[src/rtl/nibble_serial_adder_ctrl.sv]
// Multi-cycle W-bit add/subtract that reuses one 4-bit ripple-carry slice per cycle,
// least-significant nibble first, with a registered carry linking the passes.

module nsa_full_adder (
    input  logic a,
    input  logic b,
    input  logic ci,
    output logic s,
    output logic co
);
    logic axb;
    assign axb = a ^ b;
    assign s   = axb ^ ci;
    assign co  = (a & b) | (ci & axb);
endmodule

module nsa_slice (
    input  logic [3:0] a,
    input  logic [3:0] b,
    input  logic       ci,
    output logic [3:0] s,
    output logic       c3,
    output logic       co
);
    logic [4:0] c;
    assign c[0] = ci;
    for (genvar i = 0; i < 4; i++) begin : g_fa
        nsa_full_adder u_fa (.a(a[i]), .b(b[i]), .ci(c[i]), .s(s[i]), .co(c[i+1]));
    end
    assign c3 = c[3];
    assign co = c[4];
endmodule

// state | meaning
// IDLE  | waiting for start; operands latched on accept
// RUN   | one slice pass per cycle on nibble idx
// DONE  | one-cycle done pulse, results already registered
module nibble_serial_adder_ctrl #(
    parameter int NIBBLES = 4
) (
    input  logic                 clk,
    input  logic                 reset,
    input  logic                 start,
    input  logic                 sub,
    input  logic [4*NIBBLES-1:0] a,
    input  logic [4*NIBBLES-1:0] b,
    output logic                 busy,
    output logic                 done,
    output logic [4*NIBBLES-1:0] sum,
    output logic                 carryout,
    output logic                 overflow
);
    localparam int W  = 4 * NIBBLES;
    localparam int IW = (NIBBLES > 1) ? $clog2(NIBBLES) : 1;
    localparam logic [IW-1:0] LAST = IW'(NIBBLES - 1);

    typedef enum logic [1:0] {IDLE, RUN, DONE} state_t;

    state_t          state, state_nxt;
    logic [W-1:0]    opa, opb, partial, partial_nxt;
    logic [IW-1:0]   idx;
    logic            carry;
    logic [3:0]      slice_a, slice_b, slice_s;
    logic            slice_c3, slice_co;
    logic            last;

    nsa_slice u_slice (
        .a  (slice_a),
        .b  (slice_b),
        .ci (carry),
        .s  (slice_s),
        .c3 (slice_c3),
        .co (slice_co)
    );

    assign last = (idx == LAST);
    assign busy = (state != IDLE);
    assign done = (state == DONE);

    // Nibble mux/demux around the shared slice, unrolled to keep selects constant.
    always_comb begin
        slice_a     = '0;
        slice_b     = '0;
        partial_nxt = partial;
        for (int n = 0; n < NIBBLES; n++) begin
            if (idx == IW'(n)) begin
                slice_a              = opa[4*n +: 4];
                slice_b              = opb[4*n +: 4];
                partial_nxt[4*n +: 4] = slice_s;
            end
        end
    end

    always_ff @(posedge clk) begin
        if (reset) state <= IDLE;
        else       state <= state_nxt;
    end

    always_comb begin
        state_nxt = state;
        unique case (state)
            IDLE:    if (start) state_nxt = RUN;
            RUN:     if (last)  state_nxt = DONE;
            DONE:    state_nxt = IDLE;
            default: state_nxt = IDLE;
        endcase
    end

    always_ff @(posedge clk) begin
        if (reset) begin
            opa      <= '0;
            opb      <= '0;
            partial  <= '0;
            idx      <= '0;
            carry    <= 1'b0;
            sum      <= '0;
            carryout <= 1'b0;
            overflow <= 1'b0;
        end else begin
            unique case (state)
                IDLE: begin
                    if (start) begin
                        opa   <= a;
                        opb   <= sub ? ~b : b;
                        carry <= sub;
                        idx   <= '0;
                    end
                end
                RUN: begin
                    partial <= partial_nxt;
                    carry   <= slice_co;
                    if (last) begin
                        // Outputs only ever change on the edge entering DONE.
                        sum      <= partial_nxt;
                        carryout <= slice_co;
                        overflow <= slice_c3 ^ slice_co;
                    end else begin
                        idx <= idx + IW'(1);
                    end
                end
                default: ;
            endcase
        end
    end
endmodule

[config.mk]
export PLATFORM = sky130hd
export DESIGN_NAME = nibble_serial_adder_ctrl
export DESIGN_NICKNAME = d
export VERILOG_FILES = /design/src/rtl/nibble_serial_adder_ctrl.sv
export SDC_FILE = /design/constraint.sdc
export NUM_CORES = 1
export LEC_CHECK = 0
export ABC_AREA = 1
export BUFFER_PORTS_ARGS = -buffer_cell sky130_fd_sc_hd__clkbuf_2
export CAP_MARGIN = 10
export CORE_MARGIN = 4
export CORE_UTILIZATION = 40
export CTS_CLUSTER_DIAMETER = 50
export CTS_CLUSTER_SIZE = 30
export DETAILED_ROUTE_END_ITERATION = 12
export GPL_ROUTABILITY_DRIVEN = 0
export PLACE_DENSITY_LB_ADDON = 0.1
export SETUP_SLACK_MARGIN = 0.05
export SLEW_MARGIN = 0
export SYNTH_ARGS = -nofsm -noshare
export SYNTH_HDL_FRONTEND = slang
export SYNTH_SLANG_ARGS = --single-unit
[constraint.sdc]
create_clock -name clk -period 5 [get_ports clk]
set_clock_uncertainty 0.1 [all_clocks]
set_input_delay 0 -clock clk [delete_from_list [all_inputs] [get_ports clk]]
set_output_delay 0 -clock clk [all_outputs]
set_load 0.02 [all_outputs]
After elaboration in Yosys (flattened, before gate mapping)
Cells that the tools add are included.

cells by class
  add/sub/neg operators = 1
  multipliers = 0
  divide/modulo/power cells = 0
  $lt $le $gt $ge = 0
  equality and inequality tests = 8
  shift operators = 0
  muxes and demuxes = 21
  bitwise gates (word level) = 22
  reductions and logical operators = 9

operators with widths
  kind                                                                    count
  4-bit two-way mux                                                       12
  16-bit two-way mux                                                      1
  16-bit inverter                                                         1
  1-bit bitwise XOR                                                       9
  1-bit AND                                                               8
  2-bit two-way mux                                                       4
  2-bit one-hot mux with 2 select lines                                   2
  2-bit AND reduction                                                     4
  2-bit equality test (second input constant)                             3
  2-bit != test (second input constant)                                   3
  2-bit by 1-bit equality test with 1-bit output (second input constant)  2
  2-bit zero test                                                         2
  1-bit OR                                                                4
  2-bit nonzero test                                                      2
  3-bit AND reduction                                                     1
  2-bit by 1-bit adder with 2-bit output (second input constant)          1
  1-bit one-hot mux with 2 select lines                                   1
  1-bit two-way mux                                                       1

word-level totals
  register bits = 71
  latch bits = 0
  bits in writable memories = 0
  ROM bits = 0
  input port bits = 36
  output and inout bits = 20
  memories kept = 0

Logic depth before layout (Yosys ltp)
  depth after elaboration = 15
  mapped depth = 16

Modules after synthesis
A second synthesis with hierarchy kept.

second synthesis, totals
  cells, all modules = 501
  area total of the unflattened synthesis = 3286.9 µm²

by module, submodules not included
  module                    instances  cells an instance  area each (µm²)  sequential area each (µm²)
  nibble_serial_adder_ctrl  1          497                3206.8           1341.3
  nsa_full_adder            4          1                  20.0             0.0

Least setup slack after synthesis
OpenSTA, ideal clock, no wires.

  kind = register to register
  start = register idx[0]
  end = register partial[11]
  data arrival time = 2.987 ns
  required time = 4.784 ns
  setup slack = 1.797 ns
  cell stages (with the launch flop) = 17
  path buffers = 0
  period minus slack after synthesis = 3.203 ns
  path through = dfxtp_1 > inv_1 > ha_1 > inv_1 > nor2_1 > nand2_1 > nand2_1 > a21boi_0 > fa_1 > inv_1 > fa_1 > fa_1 > fa_1 > nand2_1 > nand2_1 > nor2_1 > nor2_1

on the way
  longest elaborated chain between the ends = 14
  elaborated cells between the ends (all ways) = 27
  classes of those cells = eq/ne: 3; mux: 9; bitwise: 14; reduce/logical: 1

RTL lines
  what                             line  RTL
  start, declared                  61    logic [IW-1:0] idx;
  start signal, assigned           138   idx <= idx + IW'(1);
  2-bit zero test                  86    if (idx == IW'(n)) begin
  4-bit two-way mux (4 in series)  86
  1-bit bitwise XOR                12    assign axb = a ^ b;
  1-bit AND                        14    assign co = (a & b) | (ci & axb);
  1-bit OR                         14
  1-bit AND                        14
  1-bit OR                         14
  1-bit AND                        14
  1-bit OR                         14
  1-bit bitwise XOR                13    assign s = axb ^ ci;
  4-bit two-way mux *              86
  end signal, assigned             130   partial <= partial_nxt;
  end, declared                    60    logic [W-1:0] opa, opb, partial, partial_nxt;

Every way passes the cells marked *; elsewhere a longest branch is shown, timed or not.
A chain may end at the register's enable or synchronous reset.

Final worst setup path
Ends and elaborated chain as after synthesis.

==> parameters.txt <==
Parameter                              Value

Outcome
  Run status    complete, no violations

Synth
  Cell taking the most area after synthesis    sky130_fd_sc_hd__dfxtp_1
  Net count after synthesis    553
  Count of state elements after synthesis    67
  Cell with the most instances after synthesis    sky130_fd_sc_hd__nand2_1
  EDFF count, synth    0
  Number of warnings reported in the yosys synthesis log    0
  Dominant cells by area after synthesis    sky130_fd_sc_hd__dfxtp_1 41%, sky130_fd_sc_hd__nand2_1 23%, sky130_fd_sc_hd__nor2_1 13%, sky130_fd_sc_hd__o21ai_0 4.9%, sky130_fd_sc_hd__inv_1 3.8%
  Top post-synthesis cells by count    203 x sky130_fd_sc_hd__nand2_1, 113 x sky130_fd_sc_hd__nor2_1, 67 x sky130_fd_sc_hd__dfxtp_1
  Area of the mapped netlist    3290 um^2
  Share of synthesized area occupied by flip-flops and latches    0.407
  Number of distinct library cell variants in the gate-level netlist after synthesis    21
  Portion of synthesized cell area occupied by the leading cell type    0.407
  Avg Inst Size Synth    6.47 um^2
  Post-synthesis async set-or-reset flop share    0
  Cells after synthesis    509
  Ys flop type    sky130_fd_sc_hd__dfxtp_1

Timing
  Setup_tns    0 ps
  Final worst-path cycle share    0.782
  Final setup vio count    0
  Count of pins over their slew limit    0
  RSZ-0062 raised after global routing    no
  Number of endpoints with negative hold slack in the final report    0
  Worst slew pin tran    726 ps
  Shortest clock period the worst path allows after layout    3910 ps
  Peak clock frequency supported by timing    256 MHz
  Normalized max-slew margin    0.515

CTS
  Clock-pin slew of the registers on the worst-case setup and hold paths    70 ps
  Clk root buf    sky130_fd_sc_hd__clkbuf_8
  Total number of clock tree sinks    67
  CTS buffer count    9
  Buffer count from post-CTS setup fixing    0
  Post-CTS resize count    0
  Worst skew pair latency    340 ps
  TritonCTS clock tree    built
  CTS H-tree depth    3
  Maximum clock insertion buffer count    2

Route
  WL/cell    11.4 um
  Number of routed nets with antenna violations    0
  DRC Markers    0
  Violation count after the first detailed-routing iteration    84
  Detailed Routing Iterations Pass 1    4
  DRT Wirelength    7910 um
  Via count of the routed design    3137
  Detail-routed via count per cell    4.53

Power and ir drop
  Static leakage    2.20 nW
  VDD IR max    0.000212 V
  Total power per unit cell area    350 nW/um^2

Floorplanning
  Width of the die    98.7 um
  Floorplan core area    7850 um^2
  Total I/O pin count    56
  Starting density of the core    0.420
  Row cnt    32
  Die Ht    98.7 um
  Area enclosed by the die boundary    9750 um^2

GRT
  Wire length of the first global-routing pass    13900 um
  Pin count of the biggest net entering global routing    49
  Total grt overflow    0
  Total routing resource utilization after global routing    0.172
  Number of antenna violations at the first check in global routing    0
  Vias in the first global route    3048

Worst hold path
  Hold path startpoint    start
  End point of the worst hold path    carry
  Worst Hold Class    input pin to flip-flop
  Cell depth of the worst min-delay path    5

Critical path
  Flop-to-flop setup slack    1090 ps
  Cells on worst reg2reg path    15
  Worst-path cell with the longest stage delay    sky130_fd_sc_hd__fa_1
  Cell-by-cell trace of the critical path    inv_1, ha_1, inv_1, nor2_1, nor2_1, a21boi_0, fa_1, inv_1, fa_1, fa_1, fa_1, nand2_1, nand2_1, nor2_1, nor2_1
  Type of the setup path with the least slack    flip-flop to flip-flop
  End of the worst register-to-register path    partial[11]
  CP Launch Type    flip-flop
  Beginning of the critical path    idx[0]
  Required @ worst endpoint    5180 ps
  Maximum fanout encountered on the critical timing path    13
  Largest stage delay on the critical path    600 ps
  Critical Path AT    4090 ps
  Sort of element at the end of the critical path    flip-flop
  Origin of the critical flop-to-flop path    idx[0]

Place
  DP Wirelength    5470 um
  Number of I/O port buffers    55
  Placed Instances    643

Finish
  Fraction of final layout cells with drive strength greater than 1    0.135
  Area growth from synthesis to layout    26.2%
  # diodes    0
  Final layout net count    630
  Cell Count, Final, Fillers Out    693

Run
  Reported max-cap violation count    0
state kept, by name, summed over array words and instances (netlist names):
name      cells
partial      12
opa          16
idx           2
opb          16
carryout      1
state         2
sum          16
overflow      1
carry         1
area by class of cell:
cell class / instances / area, um^2
Sequential cell: 67 / 1340
Tap cell: 102 / 128
Multi-Input combinational cell: 382 / 1660
Fill cell: 830 / 3690
Clock buffer: 10 / 138
Timing Repair Buffer: 90 / 623
Inverter: 36 / 135
Clock inverter: 6 / 136
layout by cell type, fill, tap and decap left out, types with 3 or more instances in the layout:
cell                            instances
sky130_fd_sc_hd__a21oi_1               12
sky130_fd_sc_hd__o21ai_0               32
sky130_fd_sc_hd__dfxtp_1               67
sky130_fd_sc_hd__clkbuf_8              10
sky130_fd_sc_hd__nor2_1               113
sky130_fd_sc_hd__nand3_1                6
sky130_fd_sc_hd__inv_2                  3
sky130_fd_sc_hd__nand2_1              203
sky130_fd_sc_hd__clkbuf_2              55
sky130_fd_sc_hd__ha_1                   4
sky130_fd_sc_hd__fa_1                   4
sky130_fd_sc_hd__inv_1                 33
sky130_fd_sc_hd__dlygate4sd3_1         34
sky130_fd_sc_hd__bufinv_16              4
stage by stage:
| stage | hold slack [ps] | area, um^2 | util | worst slack (ps) | power, mW |
|---|---|---|---|---|---|
| after global routing | 63.2 | 4160 | 0.530 | 727 | 1.53 |
| final | 1.75 | 4160 | 0.530 | 1090 | 1.45 |
| after floorplan | -27.6 | 3290 | - | 1800 | 0.774 |
| after global placement | 149 | 3540 | 0.451 | 1290 | 0.835 |
| after detailed placement | 157 | 3540 | 0.451 | 1080 | 0.839 |
| after CTS | 1.44 | 4160 | 0.530 | 1050 | 1.47 |
report_power, final:
| group | switching (mW) | total, mW | internal, mW | leakage [nW] |
|---|---|---|---|---|
| Sequential | 0.0205 | 0.588 | 0.567 | 0.550 |
| Clock | 0.212 | 0.608 | 0.396 | 0.133 |
| Combinational | 0.158 | 0.259 | 0.100 | 1.52 |
| Total | 0.391 | 1.45 | 1.06 | 2.20 |
worst max-delay path: cells and delay by family (launching register included):
kind / cells / cell delay (ps)
adder cells (fa/ha/maj): 5 / 2070
buffers and inverters: 3 / 480
AND/OR/NAND/NOR: 6 / 570
AO/OA/AOI/OAI: 1 / 280
flip-flops: 1 / 350
how the worst max path moves through the flow:
stage / end / slack (ps)
2_1_floorplan: partial[11] / 1800
3_3_place_gp: partial[11] / 1290
3_5_place_dp: partial[11] / 1080
4_1_cts: partial[11] / 1050
5_1_grt: partial[11] / 730
6_report: partial[11] / 1090
kinds of logic (layout without fill, tap and decap cells):
logic type                 count (synthesis)  after routing  share of synthesized area
DFF                                       67             67                      0.407
xor gates and xnor gates                   1              1                    0.00266
buffers and inverters                     60            142                     0.0900
and+or+nand+nor                          327            327                      0.389
adders and majority gates                  8              8                     0.0395
AOI/OAI and AO/OA                         46             46                     0.0714
layer usage:
layer	vias up	global-route usage	share of wire
li1	1685	-	-
met1	1383	0.205	0.45
met2	60	0.310	0.49
met3	9	0.0333	0.047
met4	0	0.0546	0.011
met5	-	0	0
timing repair:
action	in CTS	in global routing
endpoints found under the hold margin	52	0
setup endpoints to repair	0	0
hold buffers	34	0
Power figures use the tool's default switching activity.
